[src/rtl/resp_merger.sv]
// Response merger: reorders SRAM and MISR completions back into issue order and
// presents them through a single registered response stage toward the AXI side.
module resp_merger #(
  parameter int NBIT_DATA       = 32,
  parameter int NBIT_AXI_WIDTH  = 64,
  parameter int USER_AXI_WIDTH  = 10,
  parameter int MAX_OUTSTANDING = 4
) (
  input  logic                      clk_i,
  input  logic                      rst_ni,
  input  logic                      issue_valid_i,
  input  logic                      issue_misr_i,
  input  logic                      issue_we_i,
  output logic                      issue_ready_o,
  input  logic                      sram_rvalid_i,
  input  logic [NBIT_AXI_WIDTH-1:0] sram_rdata_i,
  input  logic [USER_AXI_WIDTH-1:0] sram_ruser_i,
  input  logic                      misr_rvalid_i,
  input  logic [NBIT_DATA-1:0]      misr_rdata_i,
  output logic                      rsp_valid_o,
  input  logic                      rsp_ready_i,
  output logic                      rsp_we_o,
  output logic [NBIT_AXI_WIDTH-1:0] rsp_data_o,
  output logic [USER_AXI_WIDTH-1:0] rsp_user_o,
  output logic                      spurious_o
);

  localparam int PTR_W = $clog2(MAX_OUTSTANDING);
  localparam int ENT_W = NBIT_AXI_WIDTH + USER_AXI_WIDTH;
  localparam int NTGT  = 2;  // target 0 = SRAM, target 1 = MISR

  // ---------------- order FIFO: {misr, we} per issued transaction ----------------
  logic [1:0]     ord_mem [MAX_OUTSTANDING];
  logic [PTR_W:0] ord_wptr_reg;
  logic [PTR_W:0] ord_rptr_reg;
  logic           ord_empty;
  logic           ord_full;
  logic           ord_push;
  logic           load;
  logic [1:0]     ord_head;
  logic           head_misr;
  logic           head_we;

  assign ord_empty     = (ord_wptr_reg == ord_rptr_reg);
  assign ord_full      = (ord_wptr_reg[PTR_W] != ord_rptr_reg[PTR_W]) &&
                         (ord_wptr_reg[PTR_W-1:0] == ord_rptr_reg[PTR_W-1:0]);
  assign issue_ready_o = !ord_full;
  assign ord_push      = issue_valid_i && issue_ready_o;
  assign ord_head      = ord_mem[ord_rptr_reg[PTR_W-1:0]];
  assign head_misr     = ord_head[1];
  assign head_we       = ord_head[0];

  always_ff @(posedge clk_i) begin
    if (ord_push) begin
      ord_mem[ord_wptr_reg[PTR_W-1:0]] <= {issue_misr_i, issue_we_i};
    end
  end

  always_ff @(posedge clk_i or negedge rst_ni) begin
    if (!rst_ni) begin
      ord_wptr_reg <= '0;
      ord_rptr_reg <= '0;
    end else begin
      if (ord_push) begin
        ord_wptr_reg <= ord_wptr_reg + 1'b1;
      end
      if (load) begin
        ord_rptr_reg <= ord_rptr_reg + 1'b1;
      end
    end
  end

  // ---------------- per-target completion path ----------------
  logic [NBIT_AXI_WIDTH-1:0] misr_ext;
  logic [NTGT-1:0]           cmp_valid;
  logic [ENT_W-1:0]          cmp_ent [NTGT];
  logic [ENT_W-1:0]          src_ent [NTGT];
  logic [NTGT-1:0]           issue_hit;
  logic [NTGT-1:0]           accept;
  logic [NTGT-1:0]           head_sel;
  logic [NTGT-1:0]           tgt_ready;
  logic [NTGT-1:0]           buf_empty;

  assign misr_ext     = NBIT_AXI_WIDTH'(misr_rdata_i);
  assign cmp_valid[0] = sram_rvalid_i;
  assign cmp_valid[1] = misr_rvalid_i;
  assign cmp_ent[0]   = {sram_rdata_i, sram_ruser_i};
  assign cmp_ent[1]   = {misr_ext, {USER_AXI_WIDTH{1'b0}}};

  genvar gi;
  generate
    for (gi = 0; gi < NTGT; gi = gi + 1) begin : g_tgt
      logic [ENT_W-1:0] buf_mem [MAX_OUTSTANDING];
      logic [PTR_W:0]   buf_wptr_reg;
      logic [PTR_W:0]   buf_rptr_reg;
      logic [PTR_W:0]   out_cnt_reg;
      logic             bypass;
      logic             buf_push;
      logic             buf_pop;

      assign issue_hit[gi] = ord_push && (issue_misr_i == 1'(gi));
      // A completion only counts if its target still owes one; otherwise it is spurious.
      assign accept[gi]    = cmp_valid[gi] && (out_cnt_reg != '0);
      assign head_sel[gi]  = !ord_empty && (head_misr == 1'(gi));
      assign buf_empty[gi] = (buf_wptr_reg == buf_rptr_reg);
      assign tgt_ready[gi] = head_sel[gi] && (!buf_empty[gi] || accept[gi]);

      // With an empty buffer the arriving completion belongs to the head, so it goes
      // straight to the response register and skips the buffer entirely.
      assign bypass   = load && head_sel[gi] && buf_empty[gi];
      assign buf_push = accept[gi] && !bypass;
      assign buf_pop  = load && head_sel[gi] && !buf_empty[gi];
      assign src_ent[gi] = buf_empty[gi] ? cmp_ent[gi]
                                         : buf_mem[buf_rptr_reg[PTR_W-1:0]];

      always_ff @(posedge clk_i) begin
        if (buf_push) begin
          buf_mem[buf_wptr_reg[PTR_W-1:0]] <= cmp_ent[gi];
        end
      end

      always_ff @(posedge clk_i or negedge rst_ni) begin
        if (!rst_ni) begin
          buf_wptr_reg <= '0;
          buf_rptr_reg <= '0;
          out_cnt_reg  <= '0;
        end else begin
          if (buf_push) begin
            buf_wptr_reg <= buf_wptr_reg + 1'b1;
          end
          if (buf_pop) begin
            buf_rptr_reg <= buf_rptr_reg + 1'b1;
          end
          out_cnt_reg <= out_cnt_reg + {{PTR_W{1'b0}}, issue_hit[gi]}
                                     - {{PTR_W{1'b0}}, accept[gi]};
        end
      end
    end
  endgenerate

  // ---------------- registered response stage ----------------
  logic [ENT_W-1:0] load_ent;

  assign load     = (|tgt_ready) && (!rsp_valid_o || rsp_ready_i);
  assign load_ent = head_misr ? src_ent[1] : src_ent[0];

  always_ff @(posedge clk_i or negedge rst_ni) begin
    if (!rst_ni) begin
      rsp_valid_o <= 1'b0;
      rsp_we_o    <= 1'b0;
      rsp_data_o  <= '0;
      rsp_user_o  <= '0;
      spurious_o  <= 1'b0;
    end else begin
      if (load) begin
        rsp_valid_o <= 1'b1;
        rsp_we_o    <= head_we;
        rsp_data_o  <= head_we ? '0 : load_ent[ENT_W-1 -: NBIT_AXI_WIDTH];
        rsp_user_o  <= load_ent[USER_AXI_WIDTH-1:0];
      end else if (rsp_ready_i) begin
        rsp_valid_o <= 1'b0;
      end
      spurious_o <= |(cmp_valid & ~accept);
    end
  end

endmodule
[config.mk]
export PLATFORM = sky130hd
export DESIGN_NAME = resp_merger
export DESIGN_NICKNAME = d
export VERILOG_FILES = /design/src/rtl/resp_merger.sv
export SDC_FILE = /design/constraint.sdc
export NUM_CORES = 1
export LEC_CHECK = 0
export CAP_MARGIN = 40
export CORE_UTILIZATION = 64
export CTS_BUF_LIST = sky130_fd_sc_hd__clkbuf_8
export CTS_CLUSTER_SIZE = 14
export DETAILED_ROUTE_END_ITERATION = 6
export PLACE_DENSITY = 0.87
export SLEW_MARGIN = 20
export SYNTH_ARGS = -nofsm -noshare
export SYNTH_HDL_FRONTEND = slang
export SYNTH_SLANG_ARGS = --single-unit
[constraint.sdc]
create_clock -name clk_i -period 5.5 [get_ports clk_i]
set_clock_uncertainty 0.2 [all_clocks]
set_input_delay 0.825 -clock clk_i [delete_from_list [all_inputs] [get_ports clk_i]]
set_output_delay 0.825 -clock clk_i [all_outputs]
set_load 0.1 [all_outputs]
After elaboration in Yosys (flattened, before gate mapping)
Memories as Yosys holds them, arrays and structs flattened. Index checks and enable logic that the tools add are counted.

$add $sub $neg: 10. Multipliers: 0. Divide/modulo/power cells: 0. Order comparisons: 0. Eq/ne operators: 5. Shift-type cells: 0. Multiplexer cells: 12. Bitwise operators: 4. Reductions and logical operators: 34.

Operators with widths (number): 2-to-1 mux 74 bit (3); 2-to-1 mux 64 bit (1); logical AND 1 bit (19); adder 3 x 1 -> 3 bit, second input constant (6); == test 3 bit (3); 2-to-1 mux 1 bit (8); zero test 1 bit (7); adder 3 x 1 -> 3 bit (2); nonzero test 3 bit (2); subtractor 3 x 1 -> 3 bit (2); OR reduction 2 bit (2); logical OR 1 bit (3); bitwise AND 2 bit (1); == test 2 bit (1); inverter 1 bit (2); inverter 2 bit (1); nonzero test 2 bit (1); inequality test 1 bit (1).

Register bits after elaboration: 101. Bits in latches: 0. RAM bits: 432. Memory bits (read-only): 0. Input bits: 114. Output and inout port bits: 78. Logic and storage cells: 81. Memories kept: 3.

Memories: g_tgt[0].buf_mem (words 4, bits a word 74, read ports 1, clocked after memory_dff 0, write ports 1, line 93) `logic [ENT_W-1:0] buf_mem [MAX_OUTSTANDING];`; g_tgt[1].buf_mem (words 4, bits a word 32, read ports 1, clocked after memory_dff 0, write ports 1, line 93); ord_mem (words 4, bits a word 2, read ports 1, clocked after memory_dff 0, write ports 1, line 33) `logic [1:0] ord_mem [MAX_OUTSTANDING];`.

Depth between registers and ports, before layout
Gate-level depths: netlist of run 1.

Word-level depth: 12. Depth in mapped cells: 10. Gate-level depth less buffers: 10.

Worst setup path before layout of run 1
OpenSTA, ideal clock, no wires.

Kind: flip-flop to flip-flop. Start: reg rsp_valid_o. End: mem g_tgt[0].buf_mem[3][0] (netlist bit), enable pin. Setup time: 0.442 ns. Arrival time: 3.445 ns. Data required time: 4.858 ns. Setup slack: 1.414 ns. Cell stages (with the launch flop): 4. Buffers on the path: 0. Period minus slack after synthesis: 4.086 ns. Cell sequence: dfrtp_1 > nand2b_1 > a41oi_1 > and2_1.

Cells in the longest elaborated chain, start to end: 9.

Ends and longest elaborated chain: from (decl) (line 20) `output logic rsp_valid_o,`; from (signal assigned) (line 149) `rsp_valid_o <= 1'b0;`; from (signal assigned) (line 156) `rsp_valid_o <= 1'b1;`; from (signal assigned) (line 161) `rsp_valid_o <= 1'b0;`; zero test 1 bit (line 144) `assign load = (|tgt_ready) && (!rsp_valid_o || rsp_ready_i);`; logical OR 1 bit (line 144); logical AND 1 bit (line 144); logical AND 1 bit (2 in series) (line 110) `assign bypass = load && head_sel[gi] && buf_empty[gi];`; zero test 1 bit (line 111) `assign buf_push = accept[gi] && !bypass;`; logical AND 1 bit (line 111); 2-to-1 mux 1 bit (line 117) `if (buf_push) begin`; 2-to-1 mux 1 bit (implied by the code) (line 118) `buf_mem[buf_wptr_reg[PTR_W-1:0]] <= cmp_ent[gi];`; to (decl) (line 93).

No other way between the ends.

Worst setup path after layout of run 1
Start: reg g_tgt[0].buf_rptr_reg[0]. End: mem g_tgt[0].buf_mem[3][49] (netlist bit), enable pin.

Cells in the longest elaborated chain, start to end: 12.

Ends and longest elaborated chain: from (decl) (line 95) `logic [PTR_W:0] buf_rptr_reg;`; from (signal assigned) (line 132) `buf_rptr_reg <= buf_rptr_reg + 1'b1;`; == test 3 bit (*) (line 105) `assign buf_empty[gi] = (buf_wptr_reg == buf_rptr_reg);`; zero test 1 bit (line 106) `assign tgt_ready[gi] = head_sel[gi] && (!buf_empty[gi] || accept[gi]);`; logical OR 1 bit (line 106); logical AND 1 bit (line 106); OR reduction 2 bit (line 144); logical AND 1 bit (line 144); logical AND 1 bit (line 110); logical AND 1 bit (*) (line 110); zero test 1 bit (*) (line 111); logical AND 1 bit (*) (line 111); 2-to-1 mux 1 bit (*) (line 117); 2-to-1 mux 1 bit (implied by the code) (*) (line 118).

Mark *: on every way between the ends. The rest lies on a longest branch, timed or not.

==> flow_summary_export.csv, run 1 <==
group,metric,value,unit
outcome,status,"finished clean",
logic_synthesis,dominantRegCellSynth,"edfxtp_1",
timing,layout_setup_ws,1.78,ns
route,ant_nets,0,
timing,rsz0062_at_grt,"no",
clock_tree,cts-buffers-inserted,81,
clock_tree,cts_tree,"built",
setup_path,cpMaxStageDelayCell,"dfrtp_4",
clock_tree,cts_setup_buffers,0,
final_layout,fill_cells,1371,
route,first_pass_iters,5,
placement,place.gp.congestion,0.775,
placement,portBuffers,191,
route,dr_wl_met3,4.71,mm
timing,drv_slew,0,
final_layout,area_growth,26.3,%
route,wl,53.7,mm
timing,slew_headroom,48.8,%
final_layout,final_net_count,1577,
grt,first_global_vias,13700,
worst_hold_path,hold_class,"flip-flop to flip-flop",
setup_path,critPathArrivalTime,3.81,ns
grt,antenna_found_initial,9,
route,routed.top_layer,"met5",
placement,dp_slack,1.73,ns
setup_path,critPathMaxStageDelay,0.84,ns
timing,timing.hold.ws,0.273,ns
die,core,32800,µm²
final_layout,final-seq-area,15500,µm²
final_layout,layout-drive-gt1-share,28.7,%
logic_synthesis,synth_area_leaders,"edfxtp_1 60%, dfrtp_1 12%, mux4_2 11%, mux2i_1 3.0%, mux2_2 2.5%",
power,powerDensity,641,nW/µm²
route,drc,0,
die,die_area,34300,µm²
logic_synthesis,syn_inst,1121,
logic_synthesis,yosysTopAreaCell,"edfxtp_1",
setup_path,crit_chain,"xnor2_1 > and3_2 > a41oi_1 > and2_4 > buf_4",
clock_tree,ctsLongestPathBuffers,3,
setup_path,start_kind,"flip-flop",
clock_tree,cts_root_buf,"clkbuf_8",
logic_synthesis,synth_seq_cells,533,
logic_synthesis,synth.most_common_cell,"edfxtp_1",
grt,grt_first_pass_wirelength,79.5,mm
timing,finalHoldViolCount,0,
logic_synthesis,synth_top_area_share,60.4,%
setup_path,worstSetupPathType,"flip-flop to flip-flop",
route,drtIter0Drc,1183,
setup_path,end_kind,"flip-flop",
clock_tree,cts.sinks,533,
die,die_w,185,µm
logic_synthesis,ys_top_cells_by_count,"432 x edfxtp_1, 108 x mux4_2, 101 x dfrtp_1",
die,top_level_ports,192,
final_layout,multi_input_area,5660,µm²
route,wl_met1,19.0,mm
route,wl_met2,27.5,mm
grt,grt_start_max_net_pins,56,
clock_tree,clkLatencyLatePin,0.63,ns
placement,hpwl,32.2,mm
die,fp.dieH,185,µm
power,vdd_drop_max,0.000486,V
timing,period_needed,3.72,ns
timing,setup_viol,0,
logic_synthesis,synth.net_count,1256,
power,leakagePower,10.1,nW
timing,worst_slew_pin_slew,0.768,ns
logic_synthesis,syn_avg_cell_area,19.2,µm²
logic_synthesis,synth_edf_count,432,
logic_synthesis,ys_seq_area_share,72.2,%
die,placementRows,66,
timing,max_freq,0.269,GHz
route,vias,12500,
logic_synthesis,ys_types,38,
route,wl_per_cell,27.4,µm
setup_path,required,5.59,ns
logic_synthesis,yosysWarningCount,0,
route,via_per_inst,6.38,
grt,gr-usage-all-layers,32.4,%
timing,period_share,67.6,%
final_layout,largest_reg_flops,424,
run,cap_viol_max_count,0,
timing,tns,0,ns
logic_synthesis,ys_async_sr_fraction,18.9,%
die,start_util,65.5,%
setup_path,critPathMaxFanout,46,
grt,overflow,0,
clock_tree,path_clk_slew,0.07,ns
clock_tree,cts.htree.levels,3,
logic_synthesis,netlist_area,21500,µm²
-- report_power, final --
part           switching (mW)  internal (mW)  leakage (nW)
combinational            4.64           3.39          3.86
clock                    1.56           1.86         0.965
sequential              0.501           5.43          5.24
total                    6.69           10.7          10.1
-- worst paths after layout --
check / startpoint / to / slack, ns / cells past startpoint
max: g_tgt[0].buf_rptr_reg[0] / g_tgt[0].buf_mem[3][49] / 1.78 / 5
min: g_tgt[1].out_cnt_reg[2] / g_tgt[1].out_cnt_reg[2] / 0.27 / 1
max reg2reg: g_tgt[0].buf_rptr_reg[0] / g_tgt[0].buf_mem[3][49] / 1.78 / 5
min reg2reg: g_tgt[1].out_cnt_reg[2] / g_tgt[1].out_cnt_reg[2] / 0.27 / 1
max in group asynchronous: rst_ni / g_tgt[0].buf_rptr_reg[0] / 3.80 / 3
min in group asynchronous: rst_ni / spurious_o / 0.43 / 2
-- cells by family (layout without fill, tap and decap cells) --
kind of cell	count (synthesis)	after routing	share of synthesized area (%)
flops	533	533	72.2
mux	250	250	18.9
simple gates	123	123	2.50
compound gates	85	85	2.30
buf+inv	81	468	1.67
xor+xnor	28	28	1.14
fa+ha+maj	21	21	1.29
other cells	0	9	0
-- layer usage --
metal,track usage (%),vias to the layer above
met5,0,-
met3,6.96,189
met2,54.1,829
met4,17.7,2
met1,39.9,6403
li1,-,5081
-- area by class of cell --
| class | instances | share of cell area, % |
|---|---|---|
| flip-flops and latches | 533 | 57.2 |
| multi-input cells | 507 | 20.9 |
| repair buffers | 300 | 13.3 |
| clock buffers | 94 | 4.77 |
| well taps | 442 | 2.04 |
| clock inverters | 55 | 1.50 |
| inverters | 19 | 0.263 |
| diodes | 9 | 0.0830 |
-- worst max-delay path: cells and delay by family (launching register included) --
kind	cells	cell delay, ns
flops	1	0.84
xor+xnor	1	0.28
buf+inv	1	0.40
simple gates	2	1.03
compound gates	1	0.58
-- layout by cell type (no fill, tap or decap), types with 2 or more instances in the layout --
cell / synthesis / routed
nand3_1: 3 / 2
clkinv_1: 0 / 8
clkdlybuf4s50_1: 0 / 190
mux2i_1: 64 / 64
mux2_2: 48 / 48
xnor2_1: 15 / 15
nor2_1: 2 / 2
diode_2: 0 / 9
buf_8: 0 / 73
clkinv_2: 0 / 14
dfrtp_1: 101 / 97
xor2_1: 13 / 13
bufinv_16: 0 / 6
buf_16: 0 / 15
dfrtp_2: 0 / 2
inv_1: 19 / 41
a41oi_1: 2 / 2
buf_12: 0 / 2
a21oi_1: 42 / 42
nand2_1: 92 / 92
clkbuf_8: 0 / 94
and2_2: 0 / 4
mux2_4: 30 / 30
mux4_2: 108 / 108
ha_1: 19 / 19
fa_1: 2 / 2
and2_4: 0 / 4
dfrtp_4: 0 / 2
o21ai_0: 4 / 4
o22ai_1: 32 / 32
edfxtp_1: 432 / 432
nand4_1: 2 / 2
and3_1: 6 / 5
inv_6: 0 / 3
buf_4: 0 / 19
-- what timing repair did --
action	in CTS	in global routing
hold buffers	1	0
hold endpoints to repair	13	0
resized for setup	0	0
-- through the flow --
stage               instance area, µm²  total power [mW]  instances  utilization [%]
floorplan                        21500              11.1       1121                -
global placement                 23800              12.6       1710             72.7
detailed placement               25300              13.7       1797             77.2
CTS                              27000              17.3       1947             82.4
global route                     27100              18.0       1954             82.7
finish                           27100              17.4       1959             82.7
Power figures use the tool's default switching activity.
==> inputs of run 2 (changes only) <==
--- a/config.mk
+++ b/config.mk
@@ -6,11 +6,11 @@
 export NUM_CORES = 1
 export LEC_CHECK = 0
 export CAP_MARGIN = 40
-export CORE_UTILIZATION = 64
+export CORE_UTILIZATION = 60
 export CTS_BUF_LIST = sky130_fd_sc_hd__clkbuf_8
 export CTS_CLUSTER_SIZE = 14
 export DETAILED_ROUTE_END_ITERATION = 6
-export PLACE_DENSITY = 0.87
+export PLACE_DENSITY = 0.83
 export SLEW_MARGIN = 20
 export SYNTH_ARGS = -nofsm -noshare
 export SYNTH_HDL_FRONTEND = slang
==> constraint.sdc (replaced) <==
create_clock -name clk_i -period 3.48 [get_ports clk_i]
set_clock_uncertainty 0.2 [all_clocks]
set_input_delay 0.522 -clock clk_i [delete_from_list [all_inputs] [get_ports clk_i]]
set_output_delay 0.522 -clock clk_i [all_outputs]
set_load 0.1 [all_outputs]
==> flow_summary_export.csv, run 2 (same netlist as run 1, synthesis figures left out) <==
group,metric,value,unit
route,vias,11700,
final_layout,fill_cells,1871,
grt,grt_first_pass_wirelength,73.1,mm
die,die_area,36600,µm²
die,fp.dieH,191,µm
setup_path,critPathArrivalTime,3.33,ns
power,p_clk_share,20.0,%
power,swShare,37.9,%
setup_path,required,3.77,ns
final_layout,final_core_util,76.5,%
final_layout,largest_reg_flops,424,
setup_path,end_kind,"flip-flop",
timing,tns,0,ns
route,drc,0,
timing,setup_viol,0,
final_layout,final_net_count,1560,
clock_tree,cts_root_buf,"clkbuf_8",
power,p_int,16.4,mW
grt,overflow,0,
clock_tree,cts.sinks,533,
setup_path,worstSetupPathType,"flip-flop to flip-flop",
route,drtIter0Drc,844,
timing,drv_slew,0,
run,cap_viol_max_count,0,
die,core,34900,µm²
route,ant_nets,0,
worst_hold_path,hold_class,"input port to async pin",
timing,slew_headroom,42.9,%
setup_path,startpoint,"ord_rptr_reg[0]",
power,powerDensity,989,nW/µm²
timing,rsz0062_at_grt,"no",
power,vdd_drop_max,0.000939,V
grt,antenna_found_initial,6,
clock_tree,ctsLongestPathBuffers,3,
grt,first_global_vias,12600,
route,via_per_inst,5.96,
final_layout,layout_common_cells,"432 x edfxtp_1, 165 x clkdlybuf4s50_1, 108 x mux4_2",
timing,period_needed,3.03,ns
die,top_level_ports,192,
timing,worst_slew_pin_slew,0.856,ns
die,start_util,61.6,%
route,wl_per_cell,24.3,µm
setup_path,critPathMaxFanout,77,
clock_tree,path_clk_slew,0.06,ns
timing,max_freq,0.330,GHz
final_layout,layout-drive-gt1-share,29.3,%
clock_tree,cts-buffers-inserted,83,
clock_tree,cts_tree,"built",
die,placementRows,68,
grt,grt_start_max_net_pins,78,
clock_tree,clkLatencyLatePin,0.63,ns
placement,dp.cells,1794,
placement,hpwl,29.2,mm
timing,period_share,87.2,%
setup_path,start_kind,"flip-flop",
outcome,status,"finished clean",
power,leakagePower,9.93,nW
power,combPwrFrac,45.1,%
final_layout,fin_cells,1955,
power,switching_power,10.0,mW
placement,portBuffers,191,
clock_tree,cts.htree.levels,3,
final_layout,area_growth,24.3,%
route,wl,47.6,mm
power,seq_power_share,34.9,%
setup_path,timing.rr.start,"ord_rptr_reg[0]",
die,die_w,191,µm
grt,gr-usage-all-layers,27.2,%
placement,place.gp.congestion,0.776,
final_layout,final_common_cell,"edfxtp_1",
timing,finalHoldViolCount,0,
route,first_pass_iters,5,
## run 2: stage by stage
step                      hold WS [ns]  worst slack, ns  instance area, µm²  power [mW]
after floorplan                 0.0264            0.203               21500        17.6
after global placement           0.255            0.513               24200        20.2
after detailed placement         0.261            0.429               25000        21.3
after CTS                        0.144            0.423               26700        26.6
after global routing             0.210            0.297               26700        27.6
final                            0.177            0.447               26700        26.4
## run 2: worst max-delay path, cell delays in order (launching register included)
cell and delay [ns]:
dfrtp_1 0.51, mux4_2 0.76, a31oi_1 0.26, a22oi_2 0.11, nor2b_4 0.14, buf_12 0.46
mux2_2 0.42
## run 2: final timing paths
path                                      endpoint  slack, ns  cells after the start
setup / recovery                    rsp_data_o[41]       0.45                      6
hold / removal                      rsp_data_o[25]       0.18                      2
setup reg to reg                    rsp_data_o[41]       0.45                      6
hold reg to reg            g_tgt[1].out_cnt_reg[2]       0.28                      1
max in group asynchronous           rsp_data_o[33]       2.19                      3
min in group clk_i         g_tgt[1].out_cnt_reg[2]       0.28                      1
## run 2: cell type report
cell class / instances / area [µm²] / share of cell area [%]
Antenna cell: 7 / 17.5 / 0.0656
Timing Repair Buffer: 281 / 3160 / 11.8
Tap cell: 455 / 569 / 2.13
Multi-Input combinational cell: 507 / 5670 / 21.2
Inverter: 19 / 71.3 / 0.267
Clock inverter: 58 / 388 / 1.45
Clock buffer: 95 / 1310 / 4.90
Sequential cell: 533 / 15500 / 58.1
## run 2: what timing repair did
| action | 4_1_cts | 5_1_grt |
|---|---|---|
| endpoints found under the hold margin | 23 | 0 |
| gates resized for setup | 0 | 0 |
| hold buffers | 1 | 0 |
| buffers inserted | 0 | 0 |
## run 2: power by group through the flow
| stage | combinational, mW | clock [mW] | sequential [mW] |
|---|---|---|---|
| 4_1_cts | 12.0 | 5.38 | 9.22 |
| 3_5_place_dp | 12.0 | 0 | 9.32 |
| 5_1_grt | 12.6 | 5.65 | 9.33 |
| 3_3_place_gp | 11.0 | 0 | 9.21 |
| 2_1_floorplan | 6.47 | 0 | 11.1 |
| 6_report | 11.9 | 5.28 | 9.21 |
## run 2: metal layers
layer  track usage, %  vias to the layer above  part of all wire (%)
li1                 -                     5049                     -
met3             6.44                       84                   8.1
met1             36.0                     6027                    39
met5                0                        -                 0.082
met4             9.46                        6                   2.3
met2             44.8                      491                    50
